--- config.mk ---
export PLATFORM = sky130hd
export DESIGN_NAME = stack_arbiter_flat
export DESIGN_NICKNAME = d
export VERILOG_FILES = /design/src/rtl/stack_arbiter_if.sv /design/src/rtl/stack_arbiter.sv /design/src/flat_wrapper.sv
export SDC_FILE = /design/constraint.sdc
export NUM_CORES = 1
export LEC_CHECK = 0
export CORE_MARGIN = 10
export CORE_UTILIZATION = 50
export DETAILED_ROUTE_END_ITERATION = 12
export GPL_ROUTABILITY_DRIVEN = 0
export PLACE_DENSITY = 0.81
export SLEW_MARGIN = 20
export SYNTH_ARGS = -nofsm -noshare
export SYNTH_HDL_FRONTEND = slang
export SYNTH_SLANG_ARGS = --single-unit
export TNS_END_PERCENT = 10
--- constraint.sdc ---
create_clock -name CLK -period 4.3 [get_ports CLK]
set_input_delay 0.86 -clock CLK [delete_from_list [all_inputs] [get_ports CLK]]
set_output_delay 0.86 -clock CLK [all_outputs]
set_load 0.005 [all_outputs]
--- src/rtl/stack_arbiter_if.sv ---
// rtl/stack_arbiter_if.sv - client, status and stack-side signals of stack_arbiter
// slave is the arbiter's view; master is the clients/stack environment view.
interface stack_arbiter_if #(
  parameter int WIDTH = 2,
  parameter int DEPTH = 256
);
  localparam int CW = $clog2(DEPTH);

  logic             clr;
  logic             c0_req;
  logic             c0_op;
  logic [WIDTH-1:0] c0_din;
  logic             c0_ack;
  logic             c0_err;
  logic             c1_req;
  logic             c1_op;
  logic [WIDTH-1:0] c1_din;
  logic             c1_ack;
  logic             c1_err;
  logic [WIDTH-1:0] rd_data;
  logic [CW-1:0]    count;
  logic             full;
  logic             empty;
  logic             stk_init;
  logic             stk_push;
  logic             stk_pop;
  logic [WIDTH-1:0] stk_din;
  logic [WIDTH-1:0] stk_dout;

  modport slave (
    input  clr, c0_req, c0_op, c0_din, c1_req, c1_op, c1_din, stk_dout,
    output c0_ack, c0_err, c1_ack, c1_err, rd_data, count, full, empty,
           stk_init, stk_push, stk_pop, stk_din
  );

  modport master (
    output clr, c0_req, c0_op, c0_din, c1_req, c1_op, c1_din, stk_dout,
    input  c0_ack, c0_err, c1_ack, c1_err, rd_data, count, full, empty,
           stk_init, stk_push, stk_pop, stk_din
  );
endinterface

--- src/rtl/stack_arbiter.sv ---
// rtl/stack_arbiter.sv - two-client round-robin arbiter sequencing one stack op per grant
// Define STACK_ARB_FIXED_PRIO_EN to make client 0 always win simultaneous requests.
module stack_arbiter #(
  parameter int WIDTH = 2,
  parameter int DEPTH = 256
) (
  input  logic           CLK,
  input  logic           RST,
  stack_arbiter_if.slave bus
);
  localparam int CW = $clog2(DEPTH);

  typedef enum logic [1:0] {IDLE, CLEAR, ISSUE, RESP} state_t;

  state_t           state_q, state_d;
  logic             gnt_q, gnt_d;
  logic             op_q, op_d;
  logic [WIDTH-1:0] din_q, din_d;
  logic             err_q, err_d;
  logic             rr_q, rr_d;
  logic [CW-1:0]    count_q, count_d;

  logic full, empty;
  logic sel, reject;

  assign full  = (count_q == CW'(DEPTH - 1));
  assign empty = (count_q == '0);

  always_ff @(posedge CLK or posedge RST) begin
    if (RST) begin
      state_q <= IDLE;
      gnt_q   <= 1'b0;
      op_q    <= 1'b0;
      din_q   <= '0;
      err_q   <= 1'b0;
      rr_q    <= 1'b0;
      count_q <= '0;
    end else begin
      state_q <= state_d;
      gnt_q   <= gnt_d;
      op_q    <= op_d;
      din_q   <= din_d;
      err_q   <= err_d;
      rr_q    <= rr_d;
      count_q <= count_d;
    end
  end

  always_comb begin
    state_d = state_q;
    gnt_d   = gnt_q;
    op_d    = op_q;
    din_d   = din_q;
    err_d   = err_q;
    rr_d    = rr_q;
    count_d = count_q;
    sel     = 1'b0;
    reject  = 1'b0;
    case (state_q)
      IDLE: begin
        if (bus.clr) begin
          state_d = CLEAR;
        end else if (bus.c0_req || bus.c1_req) begin
          if (bus.c0_req && bus.c1_req) begin
`ifdef STACK_ARB_FIXED_PRIO_EN
            sel = 1'b0;
`else
            sel  = rr_q;
            rr_d = ~rr_q;
`endif
          end else begin
            sel = bus.c1_req;
          end
          gnt_d = sel;
          op_d  = sel ? bus.c1_op  : bus.c0_op;
          din_d = sel ? bus.c1_din : bus.c0_din;
          // Overflow/underflow is refused here so the stack is never touched.
          reject  = op_d ? full : empty;
          err_d   = reject;
          state_d = reject ? RESP : ISSUE;
        end
      end
      CLEAR: begin
        count_d = '0;
        state_d = IDLE;
      end
      ISSUE: begin
        count_d = op_q ? count_q + 1'b1 : count_q - 1'b1;
        state_d = RESP;
      end
      RESP: begin
        state_d = IDLE;
      end
      default: state_d = IDLE;
    endcase
  end

  assign bus.stk_init = (state_q == CLEAR);
  assign bus.stk_push = (state_q == ISSUE) && op_q;
  assign bus.stk_pop  = (state_q == ISSUE) && !op_q;
  assign bus.stk_din  = bus.stk_push ? din_q : '0;

  assign bus.c0_ack  = (state_q == RESP) && !gnt_q;
  assign bus.c1_ack  = (state_q == RESP) && gnt_q;
  assign bus.c0_err  = bus.c0_ack && err_q;
  assign bus.c1_err  = bus.c1_ack && err_q;
  assign bus.rd_data = bus.stk_dout;

  assign bus.count = count_q;
  assign bus.full  = full;
  assign bus.empty = empty;
endmodule

--- src/flat_wrapper.sv ---
// flat-port wrapper written by rule: the top's interface ports become plain ports
module stack_arbiter_flat 
#(
  parameter int WIDTH = 2,
  parameter int DEPTH = 256
)
  (CLK, RST, bus_clr, bus_c0_req, bus_c0_op, bus_c0_din, bus_c1_req, bus_c1_op, bus_c1_din, bus_stk_dout, bus_c0_ack, bus_c0_err, bus_c1_ack, bus_c1_err, bus_rd_data, bus_count, bus_full, bus_empty, bus_stk_init, bus_stk_push, bus_stk_pop, bus_stk_din);
  stack_arbiter_if #(.WIDTH(WIDTH), .DEPTH(DEPTH)) bus_i ();
  input  logic CLK;
  input  logic RST;
  input wire logic [$bits(bus_i.clr)-1:0] bus_clr;
  input wire logic [$bits(bus_i.c0_req)-1:0] bus_c0_req;
  input wire logic [$bits(bus_i.c0_op)-1:0] bus_c0_op;
  input wire logic [$bits(bus_i.c0_din)-1:0] bus_c0_din;
  input wire logic [$bits(bus_i.c1_req)-1:0] bus_c1_req;
  input wire logic [$bits(bus_i.c1_op)-1:0] bus_c1_op;
  input wire logic [$bits(bus_i.c1_din)-1:0] bus_c1_din;
  input wire logic [$bits(bus_i.stk_dout)-1:0] bus_stk_dout;
  output wire logic [$bits(bus_i.c0_ack)-1:0] bus_c0_ack;
  output wire logic [$bits(bus_i.c0_err)-1:0] bus_c0_err;
  output wire logic [$bits(bus_i.c1_ack)-1:0] bus_c1_ack;
  output wire logic [$bits(bus_i.c1_err)-1:0] bus_c1_err;
  output wire logic [$bits(bus_i.rd_data)-1:0] bus_rd_data;
  output wire logic [$bits(bus_i.count)-1:0] bus_count;
  output wire logic [$bits(bus_i.full)-1:0] bus_full;
  output wire logic [$bits(bus_i.empty)-1:0] bus_empty;
  output wire logic [$bits(bus_i.stk_init)-1:0] bus_stk_init;
  output wire logic [$bits(bus_i.stk_push)-1:0] bus_stk_push;
  output wire logic [$bits(bus_i.stk_pop)-1:0] bus_stk_pop;
  output wire logic [$bits(bus_i.stk_din)-1:0] bus_stk_din;
  assign bus_i.clr = bus_clr;
  assign bus_i.c0_req = bus_c0_req;
  assign bus_i.c0_op = bus_c0_op;
  assign bus_i.c0_din = bus_c0_din;
  assign bus_i.c1_req = bus_c1_req;
  assign bus_i.c1_op = bus_c1_op;
  assign bus_i.c1_din = bus_c1_din;
  assign bus_i.stk_dout = bus_stk_dout;
  assign bus_c0_ack = bus_i.c0_ack;
  assign bus_c0_err = bus_i.c0_err;
  assign bus_c1_ack = bus_i.c1_ack;
  assign bus_c1_err = bus_i.c1_err;
  assign bus_rd_data = bus_i.rd_data;
  assign bus_count = bus_i.count;
  assign bus_full = bus_i.full;
  assign bus_empty = bus_i.empty;
  assign bus_stk_init = bus_i.stk_init;
  assign bus_stk_push = bus_i.stk_push;
  assign bus_stk_pop = bus_i.stk_pop;
  assign bus_stk_din = bus_i.stk_din;
  stack_arbiter #(.WIDTH(WIDTH), .DEPTH(DEPTH)) u_core (.CLK(CLK), .RST(RST), .bus(bus_i));
endmodule
==> Flow_metrics.wiki <==
{| class="wikitable"
! Metric !! Value
|-
| TritonCTS Buffers || 3
|-
| Hold Crit Class || register to register
|-
| Routed WL || 2.80 mm
|-
| Result of the run || complete, no violations
|-
| HPWL after DPL || 2.30 mm
|-
| Row count || 17
|-
| Effective utilization at floorplan || a little over half
|-
| Number of nets with antenna violations after routing || 0
|-
| Count of warnings emitted by yosys || 0
|-
| Drt first-iter violations || 62
|-
| Vias per Instance || 5.50
|-
| Critical-path maximum fanout || 5
|-
| Final setup viols || 0
|-
| Antenna violations before repair || 0
|-
| Overall die height || 67.9 microns
|-
| Compound-gate portion of the synthesized area || 17.1%
|-
| Critical setup path kind || register to output pin
|-
| Top cells by area, synth || sky130_fd_sc_hd__dfrtp_1 (35%), sky130_fd_sc_hd__ha_1 (12%), sky130_fd_sc_hd__inv_1 (4.6%)
|-
| Required time worst endpoint || ~3.4 ns
|-
| Total DRC errors in the routed layout || 0
|-
| Post-route fraction of the period consumed by the critical path || 64.8%
|-
| Setup slack of the critical path after layout || 1.51 ns
|-
| Crit path launch || u_core.bus.count[5]
|-
| Post-route cell area || 0.00148 sq mm
|-
| CTS tree || yes
|-
| Worst setup slack before clock tree synthesis || about 1.7 ns
|-
| Count of hold-fix buffers inserted at cts || 0
|-
| P&R area growth vs syn || 29.3%
|-
| Io pins || 34
|-
| Area share of the largest cell type after synthesis || 34.9%
|-
| Via count || 1017
|-
| Post-Syn Nets || 154
|-
| Unrepaired setup endpoints after global routing || no
|-
| Mux cell area share after synthesis || 4.37%
|-
| Area post-placement || 0.00145 sq mm
|-
| Yosys top cell by area || sky130_fd_sc_hd__dfrtp_1
|-
| Distinct cell type count of the synthesized netlist || 34
|-
| Area share of fa/ha/maj cells after synthesis || 13.8%
|-
| Max VDD drop || 436 uV
|-
| Mean instance size in the synthesized netlist || 8.88 sq um
|-
| Transition time at the pin with the least slew margin || 0.618 ns
|-
| Combined flip-flop and latch cell area || 400 sq um
|-
| Endpoints failing hold || 0
|-
| Dominant combinational cell family by area after synthesis || simple AND/OR/NAND/NOR gates
|-
| Latest clock arrival within the worst-skew pair || 0.29 ns
|-
| CP arrival || 1.93 ns
|-
| Wire length per cell after detailed routing || roughly 15 microns
|-
| Worst Clk Skew || 0.00484 ns
|-
| Number of maximum-capacitance violations || 0
|-
| RR Startpoint || u_core.op_q
|-
| Number of iterations in the first detailed-routing pass || 4
|-
| Port Buffers || 29
|-
| Vias in the first global route || 1004
|-
| Core area || about 0.0022 sq mm
|-
| Parity-gate share of the synthesized area counting xor and xnor cells || around 3.8%
|-
| Simple-gate portion of the synthesized area || about a fifth
|-
| Filler Cell Count || between 150 and 200
|-
| Global-route congestion overflow total || 0
|-
| Buffers inserted during post-CTS setup optimization || 0
|-
| Cell area after synthesis || 0.00115 sq mm
|-
| Root cell of the clock tree || sky130_fd_sc_hd__clkbuf_4
|-
| Crit path capture type || output pin
|-
| Clock transition time at the flip-flop clock pins of the worst setup and hold paths || 0.10 ns
|-
| Aggregate global-route resource usage || 13.1%
|-
| Overall power after layout || ~1.1 mW
|-
| Clk sinks || 16
|-
| PostCTS Resize Cnt || 0
|-
| Portion of the post-synthesis area used by sequential elements || 34.9%
|-
| Multi-input gate area || 667 sq um
|-
| Leak pwr || 0.656 nW
|-
| Relative slew slack || 58.8%
|-
| Primary flip-flop cell chosen by synthesis mapping || sky130_fd_sc_hd__dfrtp_1
|-
| Flop and latch count out of synthesis || 16
|-
| Nets@finish || roughly 180
|-
| Critical hold path startpoint || u_core.din_q[1]
|-
| Setup TNS || 0 ns
|-
| Pin count of the biggest net entering global routing || 17
|-
| Min Tclk post-route || between 2 and 3 ns
|-
| Die area || 0.00461 sq mm
|-
| Max Slew Vio Count || 0
|-
| Number of synthesized flops with an enable pin || 0
|-
| Gate count after technology mapping || 129
|-
| Critical Path Start Type || register
|-
| Clock tree buffer depth || 2
|-
| Max H-tree Level || 1
|-
| Share of layout cells above drive strength 1 || 6.37%
|-
| Width of the chip || 67.9 microns
|-
| Fmax || ~360 MHz
|-
| Global-route wire length before repair || between 4 and 5 mm
|-
| Synth async-reset ratio || 100%
|-
| Antenna diodes || 0
|-
| Power per unit of standard cell area || 724 mW/mm^2
|}
area by class of cell:
type	instances	area share (%)
Tap cell	28	2.36
Timing Repair Buffer	29	19.6
Inverter	14	3.55
Sequential cell	16	27.0
Multi-Input combinational cell	94	45.0
Clock buffer	4	2.45
synthesized netlist by cell type (all sizes together) (3+ instances only):
master  number
and2         3
dfrtp       16
inv         14
nor2b        6
nor3         3
o21ai       12
a21oi        6
clkbuf       3
mux2i        5
nor2         9
nand3        3
xnor2        4
nand4        3
ha          11
nand2        9
and3         3
o21a         3
critical path, stage by stage, from the launching register on:
cell	delay [ns]
sky130_fd_sc_hd__dfrtp_1	0.44
sky130_fd_sc_hd__or4_4	0.56
sky130_fd_sc_hd__nor2_4	0.12
sky130_fd_sc_hd__clkdlybuf4s50_1	0.51
per-stage QoR:
step | hold slack (ns) | cells | util (%)
after detailed placement | 0.467 | 181 | 66.0
final | 0.484 | 185 | 67.6
after floorplan | 0.442 | 129 | -
after CTS | 0.490 | 185 | 67.6
after global routing | 0.525 | 185 | 67.6
after global placement | 0.472 | 181 | 66.0
power breakdown:
part | internal (mW) | total, mW | switching [mW]
logic | 0.344 | 0.686 | 0.342
clock network | 0.0516 | 0.101 | 0.0497
registers | 0.213 | 0.285 | 0.0719
total | 0.609 | 1.07 | 0.464
cells by family after synthesis:
family	Yosys count
fa+ha+maj	12
xor+xnor	5
flops	16
simple gates	41
compound gates	31
mux	5
buf+inv	19
state kept, by name (all words and copies together) (netlist names):
name and cells:
u_core.bus.count 8, u_core.din_q 2, u_core.state_q 2, u_core.err_q 1, u_core.gnt_q 1, u_core.op_q 1, u_core.rr_q 1
per-layer routing:
| metal | up-vias | wire length (microns) | track usage [%] |
|---|---|---|---|
| met3 | 4 | 186 | 3.26 |
| met1 | 483 | 1130 | 15.5 |
| met4 | 0 | 21 | 4.02 |
| met5 | - | 0 | 0 |
| met2 | 26 | 1460 | 22.7 |
| li1 | 504 | - | - |
path summary, 6_finish.rpt:
| kind | end | slack (ns) | cells after the start |
|---|---|---|---|
| setup / recovery | bus_empty | 1.51 | 3 |
| hold / removal | u_core.din_q[1] | 0.48 | 2 |
| setup reg to reg | u_core.bus.count[7] | 2.16 | 7 |
| min in group asynchronous | u_core.bus.count[2] | 0.94 | 2 |
| hold reg to reg | u_core.din_q[1] | 0.48 | 2 |
| max in group asynchronous | u_core.rr_q | 2.96 | 2 |
cell usage in the layout (no fill, tap or decap), types with 2 or more instances in the layout:
cell type	count
sky130_fd_sc_hd__o32ai_1	2
sky130_fd_sc_hd__ha_1	11
sky130_fd_sc_hd__xnor2_1	4
sky130_fd_sc_hd__nand2_1	9
sky130_fd_sc_hd__nand4_1	3
sky130_fd_sc_hd__mux2i_1	5
sky130_fd_sc_hd__nand3_1	3
sky130_fd_sc_hd__o21a_1	3
sky130_fd_sc_hd__nor2b_1	6
sky130_fd_sc_hd__o21ai_0	8
sky130_fd_sc_hd__and2_1	3
sky130_fd_sc_hd__a21oi_1	5
sky130_fd_sc_hd__nor2_1	8
sky130_fd_sc_hd__and3_1	3
sky130_fd_sc_hd__clkbuf_4	3
sky130_fd_sc_hd__inv_1	14
sky130_fd_sc_hd__nor3_1	3
sky130_fd_sc_hd__o22ai_1	2
sky130_fd_sc_hd__clkdlybuf4s50_1	29
sky130_fd_sc_hd__dfrtp_1	16
sky130_fd_sc_hd__o21ai_1	3
Note: power is estimated with default switching activity, not from simulation.
